--- config.mk ---
export PLATFORM = sky130hd
export DESIGN_NAME = instr_fetch_unit
export DESIGN_NICKNAME = d
export VERILOG_FILES = /design/src/rtl/instr_fetch_unit.sv
export SDC_FILE = /design/constraint.sdc
export NUM_CORES = 1
export LEC_CHECK = 0
export ABC_AREA = 1
export CAP_MARGIN = 20
export CELL_PAD_IN_SITES_DETAIL_PLACEMENT = 0
export CELL_PAD_IN_SITES_GLOBAL_PLACEMENT = 1
export CORE_MARGIN = 8
export CORE_UTILIZATION = 33
export CTS_CLUSTER_DIAMETER = 150
export CTS_CLUSTER_SIZE = 14
export DETAILED_ROUTE_END_ITERATION = 6
export PLACE_DENSITY_LB_ADDON = 0.3
export SYNTH_ARGS = -nofsm -noshare
export SYNTH_HDL_FRONTEND = slang
export SYNTH_SLANG_ARGS = --single-unit
--- constraint.sdc ---
create_clock -name Clk -period 1.65 [get_ports Clk]
set_input_delay 0.2475 -clock Clk [delete_from_list [all_inputs] [get_ports Clk]]
set_output_delay 0.2475 -clock Clk [all_outputs]
set_load 0.01 [all_outputs]
--- src/rtl/instr_fetch_unit.sv ---
// Instruction fetch unit: single-outstanding-request fetcher feeding a two-entry
// FIFO that presents its head entry to the IF/ID register. Branch redirects flush
// the FIFO and, if a request is in flight, drop its response.
module instr_fetch_unit #(
  parameter logic [63:0] RESET_PC  = 64'h0,
  parameter int unsigned BUF_DEPTH = 2
) (
  input  logic        Clk,
  input  logic        Reset,
  input  logic        Stall,
  input  logic        BranchTaken,
  input  logic [63:0] BranchTarget,
  output logic        imem_req,
  output logic [63:0] imem_addr,
  input  logic        imem_ready,
  input  logic [31:0] imem_rdata,
  output logic [63:0] if_pc,
  output logic [31:0] if_instr,
  output logic        if_valid
);

  localparam logic [1:0] Full = 2'(BUF_DEPTH);

  typedef enum logic [1:0] {StIdle, StWait, StDiscard} state_e;

  state_e      state_q, state_d;
  logic [63:0] fetch_pc_q, fetch_pc_d;
  logic [1:0]  count_q, count_d;
  logic [63:0] pc0_q, pc0_d, pc1_q, pc1_d;
  logic [31:0] instr0_q, instr0_d, instr1_q, instr1_d;
  logic        push, pop;
  logic [1:0]  slot;

  // Low target bits are word-alignment only and are discarded.
  logic unused_tgt;
  assign unused_tgt = ^BranchTarget[1:0];

  // Next-state logic: redirect has priority, otherwise FSM plus FIFO push/pop.
  always_comb begin
    state_d    = state_q;
    fetch_pc_d = fetch_pc_q;
    count_d    = count_q;
    pc0_d      = pc0_q;
    pc1_d      = pc1_q;
    instr0_d   = instr0_q;
    instr1_d   = instr1_q;
    push       = 1'b0;
    pop        = 1'b0;
    slot       = 2'd0;

    if (BranchTaken) begin
      count_d    = 2'd0;
      fetch_pc_d = {BranchTarget[63:2], 2'b00};
      state_d    = (state_q == StIdle) ? StIdle : StDiscard;
    end else begin
      pop = (count_q != 2'd0) && !Stall;

      unique case (state_q)
        StIdle: begin
          if (count_q < Full) state_d = StWait;
        end
        StWait: begin
          if (imem_ready) begin
            push       = 1'b1;
            fetch_pc_d = fetch_pc_q + 64'd4;
          end
        end
        StDiscard: begin
          if (imem_ready) state_d = StIdle;
        end
        default: state_d = StIdle;
      endcase

      // Shift the FIFO on pop; then the push lands in the first free slot.
      if (pop) begin
        pc0_d    = pc1_q;
        instr0_d = instr1_q;
      end
      slot = count_q - {1'b0, pop};
      if (push) begin
        if (slot == 2'd0) begin
          pc0_d    = fetch_pc_q;
          instr0_d = imem_rdata;
        end else begin
          pc1_d    = fetch_pc_q;
          instr1_d = imem_rdata;
        end
      end
      count_d = slot + {1'b0, push};

      // Only reissue while a slot will still be free when the next response lands.
      if (push) state_d = (count_d <= 2'd1) ? StWait : StIdle;
    end
  end

  // State registers with synchronous reset.
  always_ff @(posedge Clk) begin
    if (Reset) begin
      state_q    <= StIdle;
      fetch_pc_q <= RESET_PC;
      count_q    <= 2'd0;
      pc0_q      <= RESET_PC;
      pc1_q      <= 64'h0;
      instr0_q   <= 32'h0;
      instr1_q   <= 32'h0;
    end else begin
      state_q    <= state_d;
      fetch_pc_q <= fetch_pc_d;
      count_q    <= count_d;
      pc0_q      <= pc0_d;
      pc1_q      <= pc1_d;
      instr0_q   <= instr0_d;
      instr1_q   <= instr1_d;
    end
  end

  // Output decode.
  always_comb begin
    imem_req  = (state_q != StIdle);
    imem_addr = fetch_pc_q;
    if_valid  = (count_q != 2'd0);
    if_pc     = pc0_q;
    if_instr  = if_valid ? instr0_q : 32'h0;
  end

endmodule
# Word-level counts from Yosys, hierarchy flattened
# Cells that the tools add are included.
[word_totals]
ff_bits = 260
out_inout_bits = 162
[classes]
add_sub_neg = 3
order_cmp = 2
eq_ne = 5
n_mux = 20
n_bitwise = 2
reduce_logical = 13
[op_table]
columns = ["cell", "count"]
rows = [
  ["64-bit two-way mux", 6],
  ["32-bit two-way mux", 4],
  ["64-bit by 3-bit adder with 64-bit output, second input constant", 1],
  ["2-bit two-way mux", 5],
  ["2-bit nonzero test", 4],
  ["2-bit case mux with 3 select lines", 1],
  ["3-bit AND reduction", 2],
  ["2-bit logical NOT", 2],
  ["1-bit two-way mux", 4],
  ["4-bit by 2-bit != test with 1-bit output, second input constant", 1],
  ["4-bit != test, second input constant", 1],
  ["2-bit AND reduction", 2],
  ["3-bit != test, second input constant", 1],
  ["2-bit by 1-bit adder with 2-bit output", 1],
  ["2-bit by 1-bit == test with 1-bit output, second input constant", 1],
  ["2-bit == test, second input constant", 1],
  ["2-bit by 1-bit less-or-equal comparator with 1-bit output, second input constant", 1],
  ["2-bit < comparator, second input constant", 1],
  ["1-bit inverter", 2],
  ["2-bit OR reduction", 1],
  ["2-bit by 1-bit subtractor with 2-bit output", 1],
  ["1-bit logical AND", 1],
  ["1-bit logical NOT", 1],
]

# Logic depth before layout (Yosys ltp)
# Gate-level depths: netlist (run 1).
[depth]
word_depth = 8
depth_mapped = 14
mapped_depth_nobuf = 12

# Worst setup path before layout (run 1)
# Ideal clock, no wire load.
[synth_timing]
path_kind = "flip-flop to flip-flop"
from = "register count_q[1]"
to = "register pc0_q[38], in the netlist if_pc[38]"
setup_time_ns = 0.136
arrival_ns = 1.655
required_ns = 1.514
slack_ns = -0.141
path_stages_with_launch = 14
synth_period_minus_slack_ns = 1.791
cell_sequence = "dfxtp_1 -> nor2_4 -> nor2_2 -> ha_1 -> inv_1 -> or2_1 -> nand2_2 -> nor2_4 -> nand2_2 -> nand2_4 -> buf_6 -> buf_4 -> o21ai_0 -> a31oi_1"
[synth_between]
elab_chain_len = 6
elab_cells_between_ends = 7
classes_between = "add/sub (1); mux (3); reduce/logical (3)"
[synth_rtl]
columns = ["element", "line", "source"]
rows = [
  ["start, declared", "28", "logic [1:0] count_q, count_d;"],
  ["start signal, assigned", "109", "count_q <= count_d;"],
  ["2-bit nonzero test", "56", "pop = (count_q != 2'd0) && !Stall;"],
  ["1-bit logical AND", "56", ""],
  ["2-bit by 1-bit subtractor with 2-bit output", "79", "slot = count_q - {1'b0, pop};"],
  ["2-bit logical NOT", "81", "if (slot == 2'd0) begin"],
  ["64-bit two-way mux", "81", ""],
  ["64-bit two-way mux (*)", "80", "if (push) begin"],
  ["end signal, assigned", "110", "pc0_q <= pc0_d;"],
  ["end, declared", "29", "logic [63:0] pc0_q, pc0_d, pc1_q, pc1_d;"],
]
# Every way passes the cells marked *; elsewhere a longest branch is shown, timed or not.
# A chain may end at the register's enable or synchronous reset.

# Worst setup path after layout (run 1)
[layout_timing]
from = "register count_q[1]"
to = "register instr1_q[19]"
[layout_between]
elab_chain_len = 6
[layout_rtl]
columns = ["element", "line", "source"]
rows = [
  ["2-bit nonzero test", "56", ""],
  ["1-bit logical AND", "56", ""],
  ["2-bit by 1-bit subtractor with 2-bit output (*)", "79", ""],
  ["2-bit logical NOT (*)", "81", ""],
  ["1-bit inverter (no source line) (*)", "n/a", ""],
  ["3-bit AND reduction (no source line) (*)", "n/a", ""],
  ["end signal, assigned", "113", "instr1_q <= instr1_d;"],
  ["end, declared", "30", "logic [31:0] instr0_q, instr0_d, instr1_q, instr1_d;"],
]
# Marks and branches as above.

==> Implementation_results.wiki, run 1 <==
{| class="wikitable"
! Metric !! Value
|-
| TritonRoute pass-1 iters || 7
|-
| Fraction of layout cells with a size suffix above 1 || 19.0%
|-
| Number of vias per cell || 5.09
|-
| Top cells by area in the synthesized netlist || sky130_fd_sc_hd__dfxtp_1, sky130_fd_sc_hd__o21ai_0, sky130_fd_sc_hd__nand2_1
|-
| Antenna violations before repair || 1
|-
| Data required time of the critical path || between 2 and 2.5 ns
|-
| Most common library cell in the layout ignoring fill and taps || sky130_fd_sc_hd__nand2_1
|-
| WP data arrival || between 2 and 2.5 ns
|-
| Total wire length after detailed routing || approximately 54000 microns
|-
| Count of unique library cells instantiated by Yosys || 37
|-
| Average detailed-routed wire length per instance || roughly 20 microns
|-
| Part of the total power dissipated in sequential elements || about 48%
|-
| Starting density of the core || between 30 and 40%
|-
| Async set-reset flop share out of synthesis || 0%
|-
| Final core utilization || about 50%
|-
| Layout filler cell count || a little under 4000
|-
| Share of the synthesized area in the top cell type || a little over 40%
|-
| Netlist Area Pre-Place || approximately 13000 sq um
|-
| Post-synthesis sequential element count || about 260
|-
| Final period demand of the worst path || just over 2 ns
|-
| Post-route clock skew || between 0.03 and 0.04 ns
|-
| Unrepaired setup endpoints after global routing || yes
|-
| Total power after layout || roughly 14 mW
|-
| Number of hold violations in the final report || 0
|-
| CTS Buffer Depth || 3
|-
| Layout Cell Area excl Fill || between 15000 and 20000 sq um
|-
| Antenna Nets Post-Route || 0
|-
| Final setup vio count || slightly below 300
|-
| Worst IR drop on VDD || about 0.54 mV
|-
| Critical Path Source Type || flip-flop
|-
| Die H || ~210 microns
|-
| Placed cell areas || 16800 sq um
|-
| PnR worst setup slack || -0.377 ns
|-
| DR DRC count || 0
|-
| Hold/Removal Path Class || primary input to flip-flop
|-
| Internal power of the cells || around 10 mW
|-
| Yosys synthesis warning count || 0
|-
| Overflow left after global routing || 0
|-
| Switching power || a little under 4 mW
|-
| Synth Area per Inst || slightly below 7 sq um
|-
| Hpwl dp || between 30000 and 40000 microns
|-
| Clock tree from TritonCTS || done
|-
| Logic pwr share || approximately 18%
|-
| Vias in the first global route || between 10000 and 15000
|-
| Static leakage power || 7.28 nW
|-
| Global-route wire length before repair || about 80000 microns
|-
| Number of placed instances with taps included || around 2700
|-
| Worst hold slack across all endpoints || 0.107 ns
|-
| Iter 0 DRT Violations || 1015
|-
| Tot GR Track Use || 22.4%
|-
| Worst R2R Path Depth || 14
|-
| Register area share after synthesis || about two fifths
|-
| Number of hold buffers added after cts || 0
|-
| Predominant post-synthesis flop cell || sky130_fd_sc_hd__dfxtp_1
|-
| Syn-to-layout area delta || 46.6%
|-
| # rows || 71
|-
| Number of nets at the end of the flow || 2335
|-
| TritonCTS sink count || ~260
|-
| Number of enable-type register cells in the synthesized netlist || 0
|-
| Leading cell types in the layout, fill and taps excluded || sky130_fd_sc_hd__nand2_1, sky130_fd_sc_hd__nor2_1, sky130_fd_sc_hd__o21ai_0
|-
| Result of the run || finished with violations
|-
| Die outline area || approximately 44000 sq um
|-
| CTS Buf Count || 22
|-
| Pin count of the biggest net entering global routing || between 100 and 150
|-
| Placeable core region || around 37000 sq um
|-
| Clock latency on the worst-skew pair || roughly 0.53 ns
|-
| Buffer type at the clock tree root || sky130_fd_sc_hd__clkbuf_16
|-
| Fraction of power spent switching nets || between 20 and 30%
|-
| Hold Crit Depth || 4
|-
| Number of top-level pins || around 260
|-
| Overall die width || around 210 microns
|-
| Non-filler cells in the finished layout || approximately 2700
|-
| Number of pins exceeding their max-slew limit in the final report || 0
|-
| Vias after detailed routing || between 10000 and 15000
|-
| Final period utilization || 123%
|-
| Maximum net fanout on the critical path || 8
|-
| Yosys top cell by area || sky130_fd_sc_hd__dfxtp_1
|-
| Violations in the final reports || negative setup slack
|-
| Reg2Reg Setup Slack || -0.38 ns
|-
| Crit path kind || flip-flop to flip-flop
|-
| CTS H-tree lvls || 1
|-
| CP Capture Type || flip-flop
|-
| Power Density || between 700 and 800 nW/um^2
|-
| Clock power frac || between 30% and 40%
|-
| PortBufs || ~260
|-
| Routability congestion estimate || 0.895
|-
| Highest clock frequency the design can meet || roughly 490 MHz
|-
| Reg clk slew, reported paths || about 0.08 ns
|-
| Max cap viols || 0
|-
| Synthesized instance count || 1840
|}
-- stage by stage --
| step | worst slack [ns] | setup TNS [ns] |
|---|---|---|
| 2_1_floorplan | -0.0660 | -5.28 |
| 6_report | -0.377 | -68.69 |
| 4_1_cts | -0.331 | -60.61 |
| 5_1_grt | -0.476 | -101.99 |
| 3_5_place_dp | -0.504 | -103.03 |
| 3_3_place_gp | -0.480 | -98.87 |
-- critical path, cell delays in order, from the launching register on --
cell and delay [ns]:
sky130_fd_sc_hd__dfxtp_2 0.36, sky130_fd_sc_hd__nor2_4 0.05, sky130_fd_sc_hd__buf_6 0.11, sky130_fd_sc_hd__nor2_4 0.10
sky130_fd_sc_hd__ha_4 0.14, sky130_fd_sc_hd__inv_2 0.03, sky130_fd_sc_hd__or2_1 0.21, sky130_fd_sc_hd__nand2_2 0.09
sky130_fd_sc_hd__nor2_4 0.06, sky130_fd_sc_hd__inv_2 0.07, sky130_fd_sc_hd__nand2_4 0.11, sky130_fd_sc_hd__buf_12 0.20
sky130_fd_sc_hd__clkbuf_16 0.17, sky130_fd_sc_hd__o21ai_0 0.15, sky130_fd_sc_hd__nor2_1 0.06
-- final timing paths --
path	start	to
setup / recovery	count_q[1]	instr1_q[19]
hold / removal	Reset	count_q[0]
setup reg to reg	count_q[1]	instr1_q[19]
hold reg to reg	if_pc[1]	if_pc[1]
-- metal layers --
metal  part of all wire [%]  up-vias  track usage, %
met4                    2.1        0            5.02
met5                      0        -               0
met2                     47      465            38.3
met3                    7.2       64            4.54
li1                       -     6853               -
met1                     44     6567            28.8
-- power groups by stage --
| stage | combinational, mW | sequential, mW | clock, mW |
|---|---|---|---|
| global route | 2.66 | 6.66 | 5.18 |
| finish | 2.45 | 6.63 | 4.84 |
| floorplan | 0.951 | 6.83 | 0 |
| global placement | 2.28 | 6.75 | 0 |
| detailed placement | 2.29 | 6.75 | 0 |
| CTS | 2.38 | 6.63 | 4.97 |
-- cell type report --
type                            instances  area [sq um]  share of cell area [%]
Antenna cell                            1          2.50                  0.0136
Timing Repair inverter                  1          8.76                  0.0477
Timing Repair Buffer                  487          4920                    26.8
Inverter                              160           623                    3.40
Sequential cell                       256          5170                    28.2
Tap cell                              511           639                    3.49
Clock buffer                           23           576                    3.14
Multi-Input combinational cell       1303          6390                    34.8
Clock inverter                          1          11.3                  0.0614
-- state kept, by name, summed over array words and instances, names as in the netlist --
signal,cells
state_q,2
pc1_q,62
if_pc,64
instr0_q,32
count_q,2
instr1_q,32
imem_addr,62
-- cell families (layout without fill, tap and decap cells) --
family | count (synthesis) | in the layout | synth area share (%)
xor+xnor | 18 | 18 | 1.26
compound gates | 536 | 536 | 22.7
buf+inv | 282 | 672 | 9.92
fa+ha+maj | 3 | 3 | 0.300
simple gates | 744 | 744 | 24.8
flops | 256 | 256 | 41.0
other cells | 1 | 3 | 0.0300
-- cells in the mapped netlist (2+ instances only) --
master,instances
sky130_fd_sc_hd__o21ai_0,312
sky130_fd_sc_hd__inv_1,149
sky130_fd_sc_hd__o21ai_1,25
sky130_fd_sc_hd__inv_2,11
sky130_fd_sc_hd__nor2_1,262
sky130_fd_sc_hd__nand2_4,3
sky130_fd_sc_hd__nand2_2,12
sky130_fd_sc_hd__nor2_2,11
sky130_fd_sc_hd__o221ai_1,2
sky130_fd_sc_hd__nand4_1,15
sky130_fd_sc_hd__a31oi_1,112
sky130_fd_sc_hd__nand3_1,57
sky130_fd_sc_hd__nand3_2,4
sky130_fd_sc_hd__nand2_1,357
sky130_fd_sc_hd__xnor2_1,2
sky130_fd_sc_hd__o211ai_1,2
sky130_fd_sc_hd__clkbuf_1,59
sky130_fd_sc_hd__and2_1,3
sky130_fd_sc_hd__buf_6,11
sky130_fd_sc_hd__dfxtp_1,256
sky130_fd_sc_hd__nor3_1,6
sky130_fd_sc_hd__ha_1,3
sky130_fd_sc_hd__nor2_4,9
sky130_fd_sc_hd__buf_2,26
sky130_fd_sc_hd__xor2_1,16
sky130_fd_sc_hd__a21oi_1,81
sky130_fd_sc_hd__buf_4,17
sky130_fd_sc_hd__clkbuf_2,3
sky130_fd_sc_hd__buf_1,6
-- what timing repair did --
action                                  CTS  global route
endpoints found under the setup margin  386           349
gates resized for setup                 348            38
pin swaps                                12            10
cloned                                   14            12
buffers inserted                         17             4
Note: power is estimated with default switching activity, not from simulation.
==> run 2, diff against run 1 <==
SKIP_LAST_GASP = 1   (was default)
==> run 2 against run 1 <==
Compared with the run above:
- largest power group unchanged
- final area is 0.74% lower
- setup slack improved by 0.014 ns
- non-clock buffer count shrank 2
- total power decreased by 0.12%
- clock skew up 0.0016 ns
- critical endpoint is now if_pc[43]
- die area unchanged
- the run still ends with negative setup slack left
- largest cell class unchanged
- via count shrank 0.36%
- critical path depth fell by 1
==> Implementation_results.wiki, run 2 (same netlist as run 1, synthesis figures left out) <==
{| class="wikitable"
! Metric !! Value
|-
| Pin count of the biggest net entering global routing || 109 (unchanged)
|-
| Critical Path Source Type || flip-flop
|-
| Number of vias per cell || 5.07 (-0.25%)
|-
| Most common library cell in the layout ignoring fill and taps || sky130_fd_sc_hd__nand2_1
|-
| Violations in the final reports || negative setup slack
|-
| Antenna violations before repair || 1 (unchanged)
|-
| Area of the multi-input gates || 6330 sq um (-0.88%)
|-
| Flip-flop count of the largest register after layout || 64 (unchanged)
|-
| Tot GR Track Use || 22.4% (-0.035 points)
|-
| Clock latency on the worst-skew pair || 0.53 ns (about the same)
|-
| Result of the run || finished with violations
|-
| Number of nets at the end of the flow || 2332 (-0.13%)
|-
| Worst IR drop on VDD || 0.542 mV (-0.28%)
|-
| Unrepaired setup endpoints after global routing || yes
|-
| Global-route wire length before repair || 79500 microns (-0.11%)
|-
| Maximum net fanout on the critical path || 9 (+1)
|-
| Data required time of the critical path || 2.05 ns (-0.02 ns)
|-
| Antenna Nets Post-Route || 0 (unchanged)
|-
| Clock tree from TritonCTS || done
|-
| Number of hold violations in the final report || 0 (unchanged)
|-
| TritonRoute pass-1 iters || 7 (unchanged)
|-
| Worst hold slack across all endpoints || 0.107 ns (+0.000116 ns)
|-
| Iter 0 DRT Violations || 1016 (+0.099%)
|-
| Hpwl dp || 35900 microns (unchanged)
|-
| Reg2Reg Setup Slack || -0.36 ns (about the same)
|-
| # rows || 71 (unchanged)
|-
| Number of top-level pins || 263 (unchanged)
|-
| Final period demand of the worst path || 2.01 ns (-0.0142 ns)
|-
| Post-route clock skew || 0.0350 ns (+0.00160 ns)
|-
| Highest clock frequency the design can meet || 497 MHz (+0.70%)
|-
| Reg clk slew, reported paths || 0.07 ns (about the same)
|-
| Hold/Removal Path Class || primary input to flip-flop
|-
| CTS Buffer Depth || 3 (unchanged)
|-
| CP Capture Type || flip-flop
|-
| Crit path kind || flip-flop to flip-flop
|-
| Vias in the first global route || 13500 (-0.29%)
|-
| Worst slack after detailed placement || -0.504 ns (unchanged)
|-
| Number of pins exceeding their max-slew limit in the final report || 0 (unchanged)
|-
| Max cap viols || 0 (unchanged)
|-
| Routability congestion estimate || 0.895 (unchanged)
|-
| Starting density of the core || 33.4% (unchanged)
|-
| Die outline area || 44400 sq um (unchanged)
|-
| Power Density || 764 nW/um^2 (+0.62%)
|-
| Total power after layout || 13.9 mW (-0.12%)
|-
| PnR worst setup slack || -0.363 ns (+0.0142 ns)
|-
| Overflow left after global routing || 0 (unchanged)
|-
| Static leakage power || 7.25 nW (-0.42%)
|-
| Total wire length after detailed routing || 53400 microns (-1.4%)
|-
| Final period utilization || 122% (-0.86 points)
|-
| Final setup vio count || 295 (-0.34%)
|-
| Overall die width || 211 microns (unchanged)
|-
| Syn-to-layout area delta || 45.5%
|-
| Area taken by flip-flops and latches || 5170 sq um (unchanged)
|-
| CTS H-tree lvls || 1 (unchanged)
|-
| PortBufs || 258 (unchanged)
|-
| Setup TNS after final layout || -69.42 ns (-0.733 ns)
|-
| WP data arrival || 2.41 ns (-0.04 ns)
|-
| Fraction of layout cells with a size suffix above 1 || 18.4% (-0.69 points)
|-
| CTS Buf Count || 22 (unchanged)
|-
| Vias after detailed routing || 13900 (-0.36%)
|-
| Layout filler cell count || 3855 (-0.026%)
|-
| TritonCTS sink count || 256 (unchanged)
|-
| Placeable core region || 37500 sq um (unchanged)
|-
| Die H || 211 microns (unchanged)
|-
| Leading cell types in the layout, fill and taps excluded || sky130_fd_sc_hd__nand2_1, sky130_fd_sc_hd__o21ai_0, sky130_fd_sc_hd__nor2_1
|-
| DR DRC count || 0 (unchanged)
|-
| Average detailed-routed wire length per instance || 19.5 microns (-1.3%)
|-
| Buffer type at the clock tree root || sky130_fd_sc_hd__clkbuf_16
|}
-- run 2: cell count changes in the layout (fill, tap and decap cells not counted), moves of 2 or more --
cell                        before  now
sky130_fd_sc_hd__a21oi_2         9    3
sky130_fd_sc_hd__clkbuf_16      33   30
sky130_fd_sc_hd__o21ai_2        18   11
sky130_fd_sc_hd__buf_4         173  175
sky130_fd_sc_hd__a21oi_1        72   78
sky130_fd_sc_hd__o21ai_1        87   52
sky130_fd_sc_hd__nor2_2         17   20
sky130_fd_sc_hd__o21ai_0       231  273
sky130_fd_sc_hd__nor2_4         16   14
-- run 2: final cells by class --
cell class,instances,share of cell area [%]
timing repair buffer,485,26.7
tap,511,3.51
clock inverter,1,0.0618
multi-input combinational,1303,34.8
clock buffer,23,3.16
inverter,160,3.39
antenna,1,0.0137
sequential,256,28.4
-- run 2: power by group --
part / internal (mW) / switching (mW) / total (mW) / leakage (nW)
sequential: 6.44 / 0.190 / 6.63 / 2.09
combinational: 1.12 / 1.31 / 2.43 / 4.87
clock: 2.47 / 2.38 / 4.85 / 0.289
total: 10.0 / 3.88 / 13.9 / 7.25
-- run 2: per-layer routing --
layer	vias to the layer above	global-route usage (%)	wire (microns)
li1	6848	-	-
met3	66	4.41	3700
met4	0	5.19	1210
met5	-	0	0
met1	6548	28.8	23600
met2	437	38.3	24900
-- run 2: stage by stage --
stage               utilization [%]  std cells  instance area (sq um)
floorplan                         -       1841                  12600
finish                         48.6       2740                  18200
CTS                            47.8       2727                  17900
global placement               44.8       2672                  16800
detailed placement             44.8       2672                  16800
global route                   48.6       2739                  18200
-- run 2: path summary, 6_finish.rpt --
check,depth (start not counted),startpoint,endpoint
hold / removal,4,Reset,count_q[0]
setup reg to reg,13,count_q[1],if_pc[43]
hold reg to reg,2,if_pc[1],if_pc[1]
setup / recovery,13,count_q[1],if_pc[43]
-- run 2: what timing repair did --
item / 4_1_cts / 5_1_grt
endpoints found under the setup margin: 386 / 349
endpoints found under the hold margin: 0 / 0
cloned: 14 / 8
pin swaps: 11 / 10
resized for setup: 281 / 38
buffers inserted: 17 / 4
hold buffers: 0 / 0
-- run 2: worst max-delay path: stages (launching register included) --
cell and delay [ns]:
sky130_fd_sc_hd__dfxtp_2 0.36, sky130_fd_sc_hd__nor2_4 0.05, sky130_fd_sc_hd__buf_6 0.11, sky130_fd_sc_hd__nor2_4 0.10, sky130_fd_sc_hd__ha_4 0.14, sky130_fd_sc_hd__inv_2 0.03, sky130_fd_sc_hd__or2_1 0.21, sky130_fd_sc_hd__nand2_2 0.09
sky130_fd_sc_hd__nor2_4 0.06, sky130_fd_sc_hd__nand2_2 0.11, sky130_fd_sc_hd__nand2_8 0.14, sky130_fd_sc_hd__clkbuf_16 0.21, sky130_fd_sc_hd__o21ai_0 0.20, sky130_fd_sc_hd__a31oi_1 0.06
